## config.mk

```make
export PLATFORM = sky130hd
export DESIGN_NAME = div_pipe_signed_flat
export DESIGN_NICKNAME = d
export VERILOG_FILES = /design/src/rtl/div_pipe_signed_pkg.sv /design/src/rtl/div_pipe_signed_if.sv /design/src/rtl/div_pipe_signed_stage.sv /design/src/rtl/div_pipe_signed.sv /design/src/flat_wrapper.sv
export SDC_FILE = /design/constraint.sdc
export NUM_CORES = 2
export LEC_CHECK = 0
export CORE_MARGIN = 2
export CORE_UTILIZATION = 55
export DETAILED_ROUTE_END_ITERATION = 10
export PLACE_DENSITY = 0.7
export SLEW_MARGIN = 20
export SYNTH_ARGS = -nofsm -noshare
export SYNTH_HDL_FRONTEND = slang
export SYNTH_SLANG_ARGS = --single-unit
```

## constraint.sdc

```tcl
create_clock -name clock -period 15.6 [get_ports clock]
set_input_delay 3.12 -clock clock [delete_from_list [all_inputs] [get_ports clock]]
set_output_delay 3.12 -clock clock [all_outputs]
set_load 0.02 [all_outputs]
```

## src/rtl/div_pipe_signed_pkg.sv

```systemverilog
// rtl/div_pipe_signed_pkg.sv - shared stage record, latency function and default widths for the signed divider
package gpu_div_pkg;

    localparam int DIV_NUM_W = 32;
    localparam int DIV_DEN_W = 22;
    localparam int DIV_OUT_W = 20;
    localparam int DIV_BPS   = 4;
    localparam int DIV_TAG_W = 4;

    // One pipeline slot: rem is the partial remainder, quot starts as |num| and
    // is shifted left one bit per iteration while quotient bits enter at the LSB.
    // NUM_W unsigned bits hold |-2^(NUM_W-1)| exactly.
    typedef struct packed {
        logic                 valid;
        logic [DIV_TAG_W-1:0] tag;
        logic                 sign;
        logic                 div0;
        logic [DIV_NUM_W-1:0] rem;
        logic [DIV_NUM_W-1:0] quot;
        logic [DIV_NUM_W-1:0] den;
    } div_rec_t;

    function automatic int div_lat(input int num_w, input int bps);
        return num_w / bps + 2;
    endfunction

endpackage

```

## src/rtl/div_pipe_signed_if.sv

```systemverilog
// rtl/div_pipe_signed_if.sv - operand and result bundle of the signed pipelined divider
interface div_pipe_signed_if
    import gpu_div_pkg::*;
#(
    parameter int NUM_W = DIV_NUM_W,
    parameter int DEN_W = DIV_DEN_W,
    parameter int OUT_W = DIV_OUT_W,
    parameter int TAG_W = DIV_TAG_W
) ();

    logic             i_ce;
    logic             i_valid;
    logic [TAG_W-1:0] i_tag;
    logic [NUM_W-1:0] i_num;
    logic [DEN_W-1:0] i_den;
    logic             o_valid;
    logic [TAG_W-1:0] o_tag;
    logic [OUT_W-1:0] o_quot;
    logic             o_div0;
    logic             o_ovf;

    modport master (
        output i_ce, i_valid, i_tag, i_num, i_den,
        input  o_valid, o_tag, o_quot, o_div0, o_ovf
    );

    modport slave (
        input  i_ce, i_valid, i_tag, i_num, i_den,
        output o_valid, o_tag, o_quot, o_div0, o_ovf
    );

endinterface

```

## src/rtl/div_pipe_signed_stage.sv

```systemverilog
// rtl/div_pipe_signed_stage.sv - one registered stage resolving BPS quotient bits by restoring division
module div_pipe_stage
    import gpu_div_pkg::*;
#(
    parameter int NUM_W = DIV_NUM_W,
    parameter int BPS   = DIV_BPS
) (
    input  logic     clock,
    input  logic     nRst,
    input  logic     i_ce,
    input  div_rec_t i_rec,
    output div_rec_t o_rec
);

    logic [NUM_W-1:0] w_rem;
    logic [NUM_W-1:0] w_quot;
    logic [NUM_W:0]   w_trial;

    // BPS restoring iterations, MSB of the remaining dividend first
    always_comb begin
        w_rem   = i_rec.rem;
        w_quot  = i_rec.quot;
        w_trial = '0;
        for (int i = 0; i < BPS; i++) begin
            w_trial = {w_rem, w_quot[NUM_W-1]};
            if (w_trial >= {1'b0, i_rec.den}) begin
                // true difference is below den, so NUM_W-bit wraparound is exact
                w_rem  = w_trial[NUM_W-1:0] - i_rec.den;
                w_quot = {w_quot[NUM_W-2:0], 1'b1};
            end else begin
                w_rem  = w_trial[NUM_W-1:0];
                w_quot = {w_quot[NUM_W-2:0], 1'b0};
            end
        end
    end

    // stage register; the whole record, valid included, freezes while i_ce is low
    always_ff @(posedge clock or negedge nRst) begin
        if (!nRst) begin
            o_rec <= '0;
        end else if (i_ce) begin
            o_rec      <= i_rec;
            o_rec.rem  <= w_rem;
            o_rec.quot <= w_quot;
        end
    end

endmodule

```

## src/rtl/div_pipe_signed.sv

```systemverilog
// rtl/div_pipe_signed.sv - fully pipelined signed divider top; DIV_SAT_EN selects saturating output
module div_pipe_signed
    import gpu_div_pkg::*;
#(
    parameter int NUM_W = DIV_NUM_W,
    parameter int DEN_W = DIV_DEN_W,
    parameter int OUT_W = DIV_OUT_W,
    parameter int BPS   = DIV_BPS,
    parameter int TAG_W = DIV_TAG_W
) (
    input  logic             clock,
    input  logic             nRst,
    div_pipe_signed_if.slave bus
);

    localparam int NSTG = NUM_W / BPS;

    if (NUM_W % BPS != 0) begin : g_chk_bps
        $error("div_pipe_signed: NUM_W must be a multiple of BPS");
    end
    if (DEN_W > NUM_W) begin : g_chk_den
        $error("div_pipe_signed: DEN_W must not exceed NUM_W");
    end
    if (OUT_W > NUM_W + 1) begin : g_chk_out
        $error("div_pipe_signed: OUT_W must not exceed NUM_W+1");
    end
    if (NUM_W != DIV_NUM_W || TAG_W != DIV_TAG_W) begin : g_chk_rec
        $error("div_pipe_signed: NUM_W/TAG_W must match the stage record widths in gpu_div_pkg");
    end

    logic [NUM_W-1:0] w_num;
    logic [NUM_W-1:0] w_den_sx;
    logic [NUM_W-1:0] w_num_abs;
    logic [NUM_W-1:0] w_den_abs;
    div_rec_t         w_s0;
    div_rec_t         r_s0;
    div_rec_t         w_chain [0:NSTG];

    assign w_num    = bus.i_num;
    assign w_den_sx = NUM_W'($signed(bus.i_den));

    // input stage: magnitudes, result sign and divide-by-zero detection
    always_comb begin
        w_num_abs = w_num[NUM_W-1]    ? -w_num    : w_num;
        w_den_abs = w_den_sx[NUM_W-1] ? -w_den_sx : w_den_sx;
        w_s0       = '0;
        w_s0.valid = bus.i_valid;
        w_s0.tag   = bus.i_tag;
        w_s0.sign  = w_num[NUM_W-1] ^ w_den_sx[NUM_W-1];
        w_s0.div0  = (bus.i_den == '0);
        w_s0.rem   = '0;
        w_s0.quot  = w_num_abs;
        w_s0.den   = w_den_abs;
    end

    // input stage register
    always_ff @(posedge clock or negedge nRst) begin
        if (!nRst) begin
            r_s0 <= '0;
        end else if (bus.i_ce) begin
            r_s0 <= w_s0;
        end
    end

    assign w_chain[0] = r_s0;

    for (genvar g = 0; g < NSTG; g++) begin : g_stage
        div_pipe_stage #(
            .NUM_W (NUM_W),
            .BPS   (BPS)
        ) u_stage (
            .clock (clock),
            .nRst  (nRst),
            .i_ce  (bus.i_ce),
            .i_rec (w_chain[g]),
            .o_rec (w_chain[g+1])
        );
    end

    div_rec_t              w_last;
    logic signed [NUM_W:0] w_q_full;
    logic [OUT_W-1:0]      w_q_out;
    logic                  w_ovf;

    assign w_last = w_chain[NSTG];

`ifdef DIV_SAT_EN
    localparam logic signed [NUM_W:0] Q_MAX = {{(NUM_W+2-OUT_W){1'b0}}, {(OUT_W-1){1'b1}}};
    localparam logic signed [NUM_W:0] Q_MIN = ~Q_MAX;
`endif

    // output stage: apply sign to the exact quotient, then clamp or wrap into OUT_W
    always_comb begin
        w_q_full = w_last.sign ? -$signed({1'b0, w_last.quot}) : $signed({1'b0, w_last.quot});
`ifdef DIV_SAT_EN
        if (w_q_full > Q_MAX) begin
            w_q_out = Q_MAX[OUT_W-1:0];
            w_ovf   = 1'b1;
        end else if (w_q_full < Q_MIN) begin
            w_q_out = Q_MIN[OUT_W-1:0];
            w_ovf   = 1'b1;
        end else begin
            w_q_out = OUT_W'(w_q_full);
            w_ovf   = 1'b0;
        end
`else
        w_q_out = OUT_W'(w_q_full);
        w_ovf   = 1'b0;
`endif
        if (w_last.div0) begin
            w_q_out = '0;
            w_ovf   = 1'b0;
        end
    end

    logic             r_valid;
    logic [TAG_W-1:0] r_tag;
    logic [OUT_W-1:0] r_quot;
    logic             r_div0;
    logic             r_ovf;

    // output register
    always_ff @(posedge clock or negedge nRst) begin
        if (!nRst) begin
            r_valid <= 1'b0;
            r_tag   <= '0;
            r_quot  <= '0;
            r_div0  <= 1'b0;
            r_ovf   <= 1'b0;
        end else if (bus.i_ce) begin
            r_valid <= w_last.valid;
            r_tag   <= w_last.tag;
            r_quot  <= w_q_out;
            r_div0  <= w_last.div0;
            r_ovf   <= w_ovf;
        end
    end

    assign bus.o_valid = r_valid;
    assign bus.o_tag   = r_tag;
    assign bus.o_quot  = r_quot;
    assign bus.o_div0  = r_div0;
    assign bus.o_ovf   = r_ovf;

endmodule

```

## src/flat_wrapper.sv

```systemverilog
// flat-port wrapper written by rule: the top's interface ports become plain ports
module div_pipe_signed_flat import gpu_div_pkg::*;
#(
    parameter int NUM_W = DIV_NUM_W,
    parameter int DEN_W = DIV_DEN_W,
    parameter int OUT_W = DIV_OUT_W,
    parameter int BPS   = DIV_BPS,
    parameter int TAG_W = DIV_TAG_W
)
  (clock, nRst, bus_i_ce, bus_i_valid, bus_i_tag, bus_i_num, bus_i_den, bus_o_valid, bus_o_tag, bus_o_quot, bus_o_div0, bus_o_ovf);
  div_pipe_signed_if #(.NUM_W(NUM_W), .DEN_W(DEN_W), .OUT_W(OUT_W), .TAG_W(TAG_W)) bus_i ();
  input  logic clock;
  input  logic nRst;
  input wire logic [$bits(bus_i.i_ce)-1:0] bus_i_ce;
  input wire logic [$bits(bus_i.i_valid)-1:0] bus_i_valid;
  input wire logic [$bits(bus_i.i_tag)-1:0] bus_i_tag;
  input wire logic [$bits(bus_i.i_num)-1:0] bus_i_num;
  input wire logic [$bits(bus_i.i_den)-1:0] bus_i_den;
  output wire logic [$bits(bus_i.o_valid)-1:0] bus_o_valid;
  output wire logic [$bits(bus_i.o_tag)-1:0] bus_o_tag;
  output wire logic [$bits(bus_i.o_quot)-1:0] bus_o_quot;
  output wire logic [$bits(bus_i.o_div0)-1:0] bus_o_div0;
  output wire logic [$bits(bus_i.o_ovf)-1:0] bus_o_ovf;
  assign bus_i.i_ce = bus_i_ce;
  assign bus_i.i_valid = bus_i_valid;
  assign bus_i.i_tag = bus_i_tag;
  assign bus_i.i_num = bus_i_num;
  assign bus_i.i_den = bus_i_den;
  assign bus_o_valid = bus_i.o_valid;
  assign bus_o_tag = bus_i.o_tag;
  assign bus_o_quot = bus_i.o_quot;
  assign bus_o_div0 = bus_i.o_div0;
  assign bus_o_ovf = bus_i.o_ovf;
  div_pipe_signed #(.NUM_W(NUM_W), .DEN_W(DEN_W), .OUT_W(OUT_W), .BPS(BPS), .TAG_W(TAG_W)) u_core (.clock(clock), .nRst(nRst), .bus(bus_i));
endmodule
```

## Word level (Yosys, flattened, before mapping)

Cells that the tools add are included.

- Flip-flop bits (word level): 845
- Output and inout bits: 27

- Add/sub/neg operators: 34
- Order comparisons: 32
- Multiplexer cells: 67
- Bitwise logic cells: 1
- Reduce and logical (&&, ||, !) cells: 1

Operator list:

| cell | count |
|---|---|
| 32-bit two-way mux | 33 |
| 33-bit by 32-bit greater-or-equal comparator with 1-bit output | 31 |
| 32-bit subtractor | 30 |
| 32-bit negator | 2 |
| 20-bit two-way mux | 2 |
| 1-bit by 32-bit greater-or-equal comparator with 1-bit output | 1 |
| 1-bit two-way mux | 32 |
| 1-bit by 32-bit subtractor with 32-bit output | 1 |
| 22-bit logical NOT | 1 |
| 20-bit negator | 1 |
| 1-bit bitwise XOR | 1 |

## Longest topological paths before layout

- Depth in word-level cells: 8
- Mapped depth: 59

## Modules after synthesis

Synthesis repeated with hierarchy kept, for this count alone.

- Cells, all modules: 11778
- Area, all modules: 101616.2 um^2

By module, submodules not included:

| module | times used | cells each | area each (um^2) | seq. area each (um^2) |
|---|---|---|---|---|
| div_pipe_stage at u_core.g_stage[0].u_stage ... | 5 | 1385 | 11951.5 | 2577.5 |
| div_pipe_stage at u_core.g_stage[7].u_stage | 1 | 1473 | 12498.2 | 2577.5 |
| div_pipe_stage at u_core.g_stage[2].u_stage | 1 | 1405 | 11939.0 | 2577.5 |
| div_pipe_stage at u_core.g_stage[3].u_stage | 1 | 1376 | 11833.8 | 2577.5 |
| div_pipe_signed | 1 | 599 | 5587.9 | 2427.3 |

## Worst setup path after synthesis

OpenSTA, ideal clock, no wires.

- Kind: reg2reg
- From: register u_core.g_stage[4].u_stage.o_rec[1] (netlist name)
- To: register u_core.g_stage[5].u_stage.o_rec[92] (netlist name)
- Library setup time: 126 ps
- Arrival: 12417 ps
- Data required time: 15474 ps
- Path slack: 3057 ps
- Cell stages (with the launch flop): 53
- Buffers on the path: 7
- Cell sequence: dfrtp_1 inv_1 ha_1 nor2b_1 o31ai_1 a31oi_1 a41o_1 a21oi_1 and2_1 clkbuf_1 clkbuf_1 mux2i_1 inv_1 ha_1 a21oi_1 a21oi_1 o311a_1 or3_1 [... 17 more ...] or3b_2 buf_2 buf_1 o221ai_1 ha_1 and2_1 a311o_1 o221a_2 o41a_1 a2111oi_2 o22ai_1 o41ai_2 nor2_1 o41ai_1 nand2b_1 a21oi_1 xnor2_1 a221o_1

- Cells in the longest elaborated chain, start to end: 8

Ends and longest elaborated chain:

| item | RTL line | text |
|---|---|---|
| start: declaration | div_pipe_signed_stage.sv:12 | `output div_rec_t o_rec` |
| start signal: assignment | div_pipe_signed_stage.sv:42 | `o_rec <= i_rec;` |
| 32-bit subtractor or 33-bit by 32-bit greater-or-equal comparator with 1-bit output (tied branches) | div_pipe_signed_stage.sv:28, div_pipe_signed_stage.sv:26 |  |
| 32-bit two-way mux | div_pipe_signed_stage.sv:26 | `if (w_trial >= {1'b0, i_rec.den}) begin` |
| 32-bit subtractor or 33-bit by 32-bit greater-or-equal comparator with 1-bit output (tied branches) | div_pipe_signed_stage.sv:28, div_pipe_signed_stage.sv:26 |  |
| 32-bit two-way mux | div_pipe_signed_stage.sv:26 |  |
| 32-bit subtractor or 33-bit by 32-bit greater-or-equal comparator with 1-bit output (tied branches) | div_pipe_signed_stage.sv:28, div_pipe_signed_stage.sv:26 |  |
| 32-bit two-way mux | div_pipe_signed_stage.sv:26 |  |
| 32-bit subtractor or 33-bit by 32-bit greater-or-equal comparator with 1-bit output (tied branches) | div_pipe_signed_stage.sv:28, div_pipe_signed_stage.sv:26 |  |
| 32-bit two-way mux * | div_pipe_signed_stage.sv:26 |  |
| end signal: assignment | div_pipe_signed_stage.sv:42 |  |
| end: declaration | div_pipe_signed_stage.sv:12 |  |

Every way passes the cells marked *; elsewhere a longest branch is shown, timed or not.
A chain may end at the register's enable or synchronous reset.

## Worst setup path in the final report

- From: register u_core.g_stage[2].u_stage.o_rec[1] (netlist name)
- To: register u_core.g_stage[3].u_stage.o_rec[89] (netlist name)

- Cells in the longest elaborated chain, start to end: 8

Ends and longest elaborated chain:

| item | RTL line |
|---|---|
| start: declaration | div_pipe_signed_stage.sv:12 |
| start signal: assignment | div_pipe_signed_stage.sv:42 |
| 32-bit subtractor or 33-bit by 32-bit greater-or-equal comparator with 1-bit output (tied branches) | div_pipe_signed_stage.sv:28, div_pipe_signed_stage.sv:26 |
| 32-bit two-way mux | div_pipe_signed_stage.sv:26 |
| 32-bit subtractor or 33-bit by 32-bit greater-or-equal comparator with 1-bit output (tied branches) | div_pipe_signed_stage.sv:28, div_pipe_signed_stage.sv:26 |
| 32-bit two-way mux | div_pipe_signed_stage.sv:26 |
| 32-bit subtractor or 33-bit by 32-bit greater-or-equal comparator with 1-bit output (tied branches) | div_pipe_signed_stage.sv:28, div_pipe_signed_stage.sv:26 |
| 32-bit two-way mux | div_pipe_signed_stage.sv:26 |
| 32-bit subtractor or 33-bit by 32-bit greater-or-equal comparator with 1-bit output (tied branches) | div_pipe_signed_stage.sv:28, div_pipe_signed_stage.sv:26 |
| 32-bit two-way mux * | div_pipe_signed_stage.sv:26 |
| end signal: assignment | div_pipe_signed_stage.sv:42 |
| end: declaration | div_pipe_signed_stage.sv:12 |

Marks and branches as above.

==> results_dict.tcl <==
set metrics [dict create \
    fin_setup_tns_ns 0 \
    cap_violations 0 \
    final_area_um2 94000 \
    port_buffers 87 \
    critPathSlowestCell "o21ai_0" \
    final_cell_mix "a21oi_1 (1,078), ha_1 (997), nand2_1 (977)" \
    cp.arrival_ns 15.33 \
    drt_iter0_markers 8299 \
    final_common_cell "a21oi_1" \
    criticalPathCategory "reg2reg" \
    hold_class "reg2reg" \
    grt_usage_pct 36.1 \
    routedWlPerCell_um 23.6 \
    fin_worst_skew_ns 0.0868 \
    cts_root_buf "clkbuf_16" \
    route.final.wire_length_mm 304 \
    multi_input_area_um2 64800 \
    cts.sinks 773 \
    ios 89 \
    min_to "u_core.g_stage[4].u_stage.o_rec[3]" \
    syn-cell-area_um2 87700 \
    synth_ff_type "dfrtp_1" \
    r2r_cells 52 \
    worstMarginPinSlew_ns 1.16 \
    fin_crit_ns 14.74 \
    setup_viol 0 \
    drt.antenna.violating_nets 0 \
    required_ns 16.20 \
    core-area_um2 158000 \
    synth_fp_nets 11900 \
    min_from "u_core.g_stage[3].u_stage.o_rec[3]" \
    placed_cell_area_um2 90500 \
    ys_seq_elements 773 \
    slowest_delay_ns 0.64 \
    max_freq_mhz 67.8 \
    grt-ovfl-total 0 \
    grt_pass1_vias 78000 \
    hold_viol 0 \
    seq_area_um2 19300 \
    synth-edff-count 0 \
    dp_hpwl_mm 243 \
    post_cts.repair.setup_buffers 0 \
    place_congestion 1.02 \
    layout-area-overhead-vs-synth_pct 7.20 \
    syn_area_per_cell_um2 8.10 \
    drt_first_pass_iters 6 \
    start_util_pct 55.3 \
    yosysSeqAreaShare_pct 22.1 \
    r2r_end "u_core.g_stage[3].u_stage.o_rec[89]" \
    antenna_found_initial 13 \
    vias_per_cell 6.42 \
    clk_latency_ns 0.75 \
    hold_depth 2 \
    ys_types 101 \
    cts_buffer_depth 3 \
    timing.final.crit_share_pct 94.5 \
    finalNetCount 11800 \
    grt_start_max_net_pins 201 \
    synthArstFlopShare_pct 100 \
    crit_path_end_kind "flip-flop" \
    worstPathMaxFanout 49 \
    netlist_instances 10800 \
    critPathLaunchType "flip-flop" \
    relSlewSlack_pct 21.9 \
    drc 0 \
    nFillCells 14600 \
    drive_gt1_share_pct 8.26 \
    h-tree-depth 3 \
    cts_tree "built" \
    r2r_start "u_core.g_stage[2].u_stage.o_rec[1]" \
    die_area_um2 163000 \
    rows 146 \
    vias 82900 \
    die_h_um 403 \
    ys_warn_count 0 \
    rsz0062_at_grt "no" \
    numCtsBuffers 93 \
    drv_slew 0 \
    grt_first_pass_wirelength_mm 461 \
    cts_hold_buf 0 \
    r2r_slack_ns 0.86 \
    die_x_um 403 \
    status "finished, final reports clean" \
    clk_pin_slew_ns 0.07 \
]
-- cell families after synthesis --
| logic type | synth area share, % |
|---|---|
| AOI/OAI and AO/OA | 25.4 |
| and+or+nand+nor | 15.6 |
| adders and majority gates | 14.9 |
| buffers and inverters | 4.21 |
| xor gates and xnor gates | 8.67 |
| DFF | 22.1 |
| muxes | 9.17 |
| other | 0.00428 |
-- area by class of cell --
class                   count  area share, %
repair buffers            181           1.74
clock buffers             121           2.74
inverters                 593           2.37
diodes                      6         0.0160
well taps                2072           2.76
clock inverters            53          0.830
multi-input cells        9101           69.0
flip-flops and latches    773           20.6
-- sequential cells by signal, summed over array words and instances (netlist names) --
register / flops
u_core.g_stage.u_stage.o_rec: 676
u_core.r_s0: 71
u_core.bus.o_quot: 20
u_core.bus.o_tag: 4
u_core.bus.o_div0: 1
u_core.bus.o_valid: 1
-- synthesized netlist by cell type, types with 21 or more instances --
cell type  number  area [um^2]
nor3_1        155          776
nor2b_1       111          694
nor4_1         41          257
o21ai_0       844         4220
o21bai_1      132          991
buf_2          39          195
or2_2          50          313
a211o_1        36          315
o2bb2ai_1      24          210
nand2_1       977         3670
nand2b_1      138          863
a221o_1        25          250
o41ai_1        21          184
o21a_1        111          833
dfrtp_1       773        19300
a21boi_0       56          420
mux2i_1       229         2290
o211ai_1       62          465
and4_1         28          245
ha_1          997        12500
fa_1           30          601
or4_1          21          158
o31ai_1        67          503
nand4_1       148          926
o221ai_1       48          420
a221oi_1       31          272
a2111oi_0      25          219
a31oi_1       134          838
and2_1         55          344
a21oi_1      1079         5400
o31a_1         42          368
inv_1         592         2220
and3_1         73          457
a211oi_1       80          601
clkbuf_1      279         1050
nor2_1        821         3080
a31o_2         33          289
xnor2_1       542         4750
mux2_2        500         5630
or3_1          49          307
buf_1          30          113
a21o_1        464         3480
nand3_1       209         1050
xor2_1        326         2860
-- per-stage QoR --
step	instances	hold WS (ns)	utilization (%)	worst slack, ns
floorplan	10800	0.448	-	3.06
global placement	12700	0.456	57.2	0.981
detailed placement	12700	0.461	57.2	0.818
CTS	12900	0.438	59.3	0.702
global route	12900	0.471	59.3	0.0455
finish	12900	0.445	59.3	0.861
-- how the worst max path moves through the flow --
stage                                                  start                                   to  slack [ns]
after detailed placement  u_core.g_stage[2].u_stage.o_rec[1]  u_core.g_stage[3].u_stage.o_rec[78]        0.82
after CTS                 u_core.g_stage[2].u_stage.o_rec[1]  u_core.g_stage[3].u_stage.o_rec[78]        0.70
after floorplan           u_core.g_stage[4].u_stage.o_rec[1]  u_core.g_stage[5].u_stage.o_rec[92]        3.06
after global routing      u_core.g_stage[5].u_stage.o_rec[1]  u_core.g_stage[6].u_stage.o_rec[72]        0.05
after global placement    u_core.g_stage[2].u_stage.o_rec[1]  u_core.g_stage[3].u_stage.o_rec[89]        0.98
final                     u_core.g_stage[2].u_stage.o_rec[1]  u_core.g_stage[3].u_stage.o_rec[89]        0.86
-- per-layer routing --
layer	GRT usage, %	part of all wire (%)	vias up	wire, um
met5	0	0.013	-	39
met4	13.5	4.3	6	13000
met3	4.85	6.9	587	21000
met2	57.3	44	3025	135000
met1	50.1	45	39800	136000
li1	-	-	39400	-
-- critical path: cells and delay by family (launching register included) --
kind,cells,cell delay (ns)
flops,1,0.52
simple gates,11,2.13
mux,3,1.06
fa+ha+maj,4,1.24
buf+inv,7,1.87
compound gates,27,7.74
-- timing repair --
action | in CTS | in global routing
endpoints found under the setup margin | 0 | 82
hold endpoints to repair | 0 | 0
gates resized for setup | 0 | 8
Power is not shown: default switching activity piles up to over one toggle a cycle in this logic, so the estimate is an artifact.
